--- src/rtl/dtc_vote_accum.sv ---
// Temporal majority voter behind a decision-tree classifier. It accumulates per-bit hits
// over a window of WINDOW samples, or fewer if flushed, and emits one voted vector per window.
// Latency: out_valid rises 1 cycle after the closing accept or flush.
// Backpressure: in_ready=0 while a result is held; the result waits until out_ready.
// Ports:
//   clk, rst               rising-edge clock, synchronous active-high reset
//   in_valid/in_ready      sample handshake; in_vec is the classifier prediction vector
//   flush                  closes the current window early (ignored while holding a result)
//   out_valid/out_ready    result handshake; out_vec is the voted vector, out_n the window size
module dtc_vote_accum #(
   parameter int OUT_W   = 18,
   parameter int WINDOW  = 8,
   parameter int CNT_W   = $clog2(WINDOW + 1),
   parameter bit TIE_SET = 1'b0
) (
   input  logic             clk,
   input  logic             rst,
   input  logic             in_valid,
   output logic             in_ready,
   input  logic [OUT_W-1:0] in_vec,
   input  logic             flush,
   output logic             out_valid,
   input  logic             out_ready,
   output logic [OUT_W-1:0] out_vec,
   output logic [CNT_W-1:0] out_n
);

   typedef enum logic {ACCUM = 1'b0, HOLD = 1'b1} state_t;

   state_t                      state;
   state_t                      state_nx;
   logic [CNT_W-1:0]            n;
   logic [OUT_W-1:0][CNT_W-1:0] cnt;

   logic                        acc;
   logic                        close_win;
   logic                        release_win;
   logic [CNT_W-1:0]            n_f;
   logic [OUT_W-1:0][CNT_W-1:0] cnt_f;
   logic [OUT_W-1:0]            vote;

   assign acc         = in_valid && in_ready;
   assign release_win = (state == HOLD) && out_ready;

   // A window closes when this accept fills it, or when a flush arrives and the
   // window holds at least one sample (counting a sample accepted this cycle).
   assign close_win = (state == ACCUM) &&
                      ((acc && (n == CNT_W'(WINDOW - 1))) ||
                       (flush && ((n != '0) || acc)));

   // Closing totals include the sample accepted this cycle, so the vote
   // is ready on the same edge that enters HOLD.
   always_comb begin
      n_f   = n + CNT_W'(acc);
      cnt_f = '0;
      vote  = '0;
      for (int i = 0; i < OUT_W; i++) begin
         cnt_f[i] = cnt[i] + CNT_W'(acc & in_vec[i]);
         // Compare 2*cnt_f against n_f at CNT_W+1 bits so the doubling cannot wrap.
         vote[i]  = ({cnt_f[i], 1'b0} > {1'b0, n_f}) ||
                    (({cnt_f[i], 1'b0} == {1'b0, n_f}) && TIE_SET);
      end
   end

   // State register
   always_ff @(posedge clk) begin
      if (rst) begin
         state <= ACCUM;
      end else begin
         state <= state_nx;
      end
   end

   // Next-state logic
   always_comb begin
      state_nx = state;
      case (state)
         ACCUM:   if (close_win)   state_nx = HOLD;
         HOLD:    if (release_win) state_nx = ACCUM;
         default: state_nx = ACCUM;
      endcase
   end

   // Output decode; in_ready depends only on state, never on out_ready.
   always_comb begin
      in_ready  = 1'b0;
      out_valid = 1'b0;
      case (state)
         ACCUM:   in_ready  = 1'b1;
         HOLD:    out_valid = 1'b1;
         default: in_ready  = 1'b0;
      endcase
   end

   // Datapath: counters and the held result.
   always_ff @(posedge clk) begin
      if (rst) begin
         n       <= '0;
         cnt     <= '0;
         out_vec <= '0;
         out_n   <= '0;
      end else begin
         if (close_win) begin
            out_vec <= vote;
            out_n   <= n_f;
         end
         if (release_win) begin
            n   <= '0;
            cnt <= '0;
         end else if (acc) begin
            // Counters never exceed WINDOW: a full window closes and stalls accepts.
            n   <= n_f;
            cnt <= cnt_f;
         end
      end
   end

endmodule

--- config.mk ---
export PLATFORM = sky130hd
export DESIGN_NAME = dtc_vote_accum
export DESIGN_NICKNAME = d
export VERILOG_FILES = /design/src/rtl/dtc_vote_accum.sv
export SDC_FILE = /design/constraint.sdc
export NUM_CORES = 1
export LEC_CHECK = 0
export ABC_AREA = 1
export ABC_CLOCK_PERIOD_IN_PS = 3750
export BUFFER_PORTS_ARGS = -buffer_cell sky130_fd_sc_hd__buf_2
export CAP_MARGIN = 40
export CORE_MARGIN = 2
export CORE_UTILIZATION = 51
export DETAILED_ROUTE_END_ITERATION = 10
export PLACE_DENSITY = 0.66
export SYNTH_ARGS = -nofsm -noshare
export SYNTH_HDL_FRONTEND = slang
export SYNTH_SLANG_ARGS = --single-unit
--- constraint.sdc ---
create_clock -name clk -period 3.75 [get_ports clk]
set_input_delay 0.75 -clock clk [delete_from_list [all_inputs] [get_ports clk]]
set_output_delay 0.75 -clock clk [all_outputs]
set_load 0.01 [all_outputs]
==> impl_metrics.env <==
export IMPL_status="finished, final reports clean"
export IMPL_rrSetupSlack_ns=0.82
export IMPL_setup_slack_ns=0.8185
export IMPL_postSynth_asyncResetShare=0
export IMPL_std_cell_rows=39
export IMPL_clock_sink_count=99
export IMPL_die_y_um=111.3
export IMPL_cellPowerDensity_nw_per_um2=459.5
export IMPL_final_setup_skew_ns=0.004595
export IMPL_drc=0
export IMPL_yosys_area_share_xor_xnor=0.02985
export IMPL_worst_endpoint_arrival_ns=3.18
export IMPL_report_final_setup_viol=0
export IMPL_startpoint_type="register"
export IMPL_count_of_synthesis_stage_warnings_from_yosys=0
export IMPL_yosysTopAreaCell="dfxtp_1"
export IMPL_clk_root_buffer_cell="clkbuf_16"
export IMPL_area_growth_syn_to_layout_pct=11.41
export IMPL_area_share_of_the_leading_cell_type_in_the_synthesized_netlist=0.3377
export IMPL_share_of_synthesized_area_spent_on_multiplexers=0
export IMPL_gr_usage_all_layers=0.2352
export IMPL_rsz0062_at_grt="false"
export IMPL_detailedRoute_firstPassIterationCount=4
export IMPL_crit_required_ns=3.99
export IMPL_reported_leakage_power_uw=0.003489
export IMPL_detailroute_via_count=5348
export IMPL_netlist_cell_type_count=24
export IMPL_grt_overflow=0
export IMPL_clk_transition_reported_paths_ns=0.07
export IMPL_worst_slew_pin_slew_ns=0.6022
export IMPL_slew_viol_final=0
export IMPL_tritoncts="built"
export IMPL_crit_top_cell="ha_1"
export IMPL_highest_clock_rate_mhz=341.1
export IMPL_synth_flop_cell="dfxtp_1"
export IMPL_crit_path_buf_inv_count=5
export IMPL_io_buffers=46
export IMPL_grt_first_pass_wirelength_um=23850
export IMPL_antenna_found_initial=0
export IMPL_detailedRoute_firstIterationViolations=250
export IMPL_use_met3=0.04647
export IMPL_die_width_um=111.3
export IMPL_initial_utilization=0.5183
export IMPL_synth_area_top_cells="dfxtp_1, ha_1, nand2_1"
export IMPL_synth_compound_area_share=0.1367
export IMPL_grt_max_degree=48
export IMPL_cts_path_max_buffers=2
export IMPL_layout_nets=986
export IMPL_crit_path_max_fanout=36
export IMPL_postCtsSetupRepairBufs=0
export IMPL_synth_ff_latch_count=99
export IMPL_ir_worst_vdd_mv=0.4102
export IMPL_syn_area_per_cell_um2=6.800
export IMPL_synth_net_count=948
export IMPL_num_fill_cells=1075
export IMPL_antenna_cells=0
export IMPL_floorplan_io_pins=47
export IMPL_drv_max_cap_violation_count=0
export IMPL_final_util=0.5775
export IMPL_design_die_area_um2=12380
export IMPL_first_global_vias=5282
export IMPL_worst_skew_pair_late_latency_ns=0.35
export IMPL_cpMaxStageDelayCell="dfxtp_1"
export IMPL_synth_edff_count=0
export IMPL_routed_via_count_divided_by_cell_count=5.098
export IMPL_timing_max_slew_rel_slack=0.5981
export IMPL_antenna_left=0
export IMPL_report_final_hold_viol_count=0
export IMPL_worstHoldPathType="register to register"
export IMPL_synth_seq_area_share=0.3377
export IMPL_groute_layer_met2_usage=0.4081
export IMPL_criticalPathCategory="register to register"
export IMPL_finalWeightedCongestion=0.8249
export IMPL_period_minus_slack_ns=2.931
export IMPL_simple_gate_share_of_the_synthesized_area=0.2601
export IMPL_core_area_um2=11320
export IMPL_preCtsSetupSlack_ns=0.5000
export IMPL_synthAdderAreaFrac=0.1322
export IMPL_setup_tns_ns=0
export IMPL_detailed_place_hpwl_um=9416
export IMPL_yosysMostFrequentCell="nand2_1"
export IMPL_finalWirelength_um=13810
export IMPL_synth_area_um2=5868
export IMPL_gr_max_usage_layer="met2"
export IMPL_synthCells=863
export IMPL_cp_cell_sequence="inv_2 -> nand2_4 -> clkinv_4 -> ha_1 -> ha_1 -> inv_1 -> buf_4 -> ha_1 -> inv_1 -> o21ai_0 -> o21ai_0 -> nand3_1 -> nand2_1 -> nor2_1 -> nor2_1"
export IMPL_grt_use_met1=0.2928
export IMPL_final_layout_size_suffix_gt1_frac=0.09161
export IMPL_wl_per_cell_um=13.16
export IMPL_htreeDepth=3
export IMPL_synth_top_family_by_area="simple AND/OR/NAND/NOR gates"
export IMPL_post_cts_resize_count=0
export IMPL_layout_worst_path_cycle_share=0.7817
export IMPL_worst_path_largest_cell_delay_ns=0.46
export IMPL_critical_path_top_delay_family="adder cells"
export IMPL_ys_top_cells_by_count="nand2_1, nor2_1, inv_1"
export IMPL_numCtsBuffers=9
export IMPL_critical_path_endpoint_type="register"
export IMPL_cts_hold_buffers_added=0
==> stage by stage <==
step / cells / hold WS (ns) / cell area, um2 / power, uW
after floorplan: 863 / 0.4616 / 5868 / 1844
after global placement: 1033 / 0.4538 / 6243 / 2051
after CTS: 1049 / 0.4715 / 6538 / 3029
final: 1049 / 0.4736 / 6538 / 3004
after detailed placement: 1033 / 0.4609 / 6243 / 2081
after global routing: 1049 / 0.4936 / 6538 / 3215
==> sequential cells by signal, summed over array words and instances (netlist names) <==
| register | count |
|---|---|
| cnt | 72 |
| out_vec | 18 |
| n | 4 |
| out_n | 4 |
| state | 1 |
==> cell usage in the layout (no fill, tap or decap) <==
cell and n:
a21oi_1 34, a21oi_2 1, a21oi_4 1, and3_1 3
buf_12 1, buf_2 46, buf_4 11, bufinv_16 1
clkbuf_16 9, clkbuf_8 1, clkinv_2 5, clkinv_4 1
dfxtp_1 99, ha_1 62, inv_1 118, inv_2 2
nand2_1 177, nand2_2 1, nand2_4 1, nand3_1 49
nand3_2 1, nand4_1 9, nor2_1 137, o211ai_1 1
o21ai_0 101, o21ai_1 3, o21bai_1 11, xor2_1 19
xor2_2 1
==> metal layers <==
| layer | vias to the layer above | part of all wire |
|---|---|---|
| met5 | - | 0 |
| met2 | 102 | 0.47 |
| met4 | 0 | 0.015 |
| met1 | 2403 | 0.48 |
| li1 | 2829 | - |
| met3 | 14 | 0.039 |
==> worst paths after layout <==
| kind | cells after the start | startpoint | to |
|---|---|---|---|
| worst min register to register | 2 | out_vec[14]$_SDFFE_PP0P_ | out_vec[14]$_SDFFE_PP0P_ |
| worst max-delay path | 15 | state$_SDFF_PP0_ | out_vec[5]$_SDFFE_PP0P_ |
| worst min-delay path | 2 | out_vec[14]$_SDFFE_PP0P_ | out_vec[14]$_SDFFE_PP0P_ |
| worst max register to register | 15 | state$_SDFF_PP0_ | out_vec[5]$_SDFFE_PP0P_ |
==> worst register-to-register path, stage by stage, from the launching register on <==
cell and delay [ns]:
dfxtp_1 0.46, inv_2 0.10, nand2_4 0.23, clkinv_4 0.30
ha_1 0.30, ha_1 0.29, inv_1 0.05, buf_4 0.19
ha_1 0.29, inv_1 0.04, o21ai_0 0.16, o21ai_0 0.11
nand3_1 0.08, nand2_1 0.05, nor2_1 0.13, nor2_1 0.04
==> cells by family (layout without fill, tap and decap cells) <==
logic type / after synthesis / in the layout
xor+xnor: 20 / 20
fa+ha+maj: 62 / 62
simple gates: 378 / 378
buf+inv: 152 / 195
flops: 99 / 99
compound gates: 152 / 152
==> power breakdown <==
group          internal, uW  total (uW)  leakage, uW  switching, uW
clock                   530         939     0.000152            409
combinational           308         836      0.00252            528
sequential             1160        1230     0.000813           72.7
total                  1990        3000      0.00349           1010
==> cell type report <==
class	count	area [um2]	area share
Multi-Input combinational cell	612	3291	0.5033
Clock inverter	6	55.05	0.008421
Sequential cell	99	1982	0.3032
Timing Repair Buffer	58	332.8	0.05091
Inverter	121	459.2	0.07024
Tap cell	143	178.9	0.02737
Clock buffer	10	239.0	0.03655
Note: power is estimated with default switching activity, not from simulation.
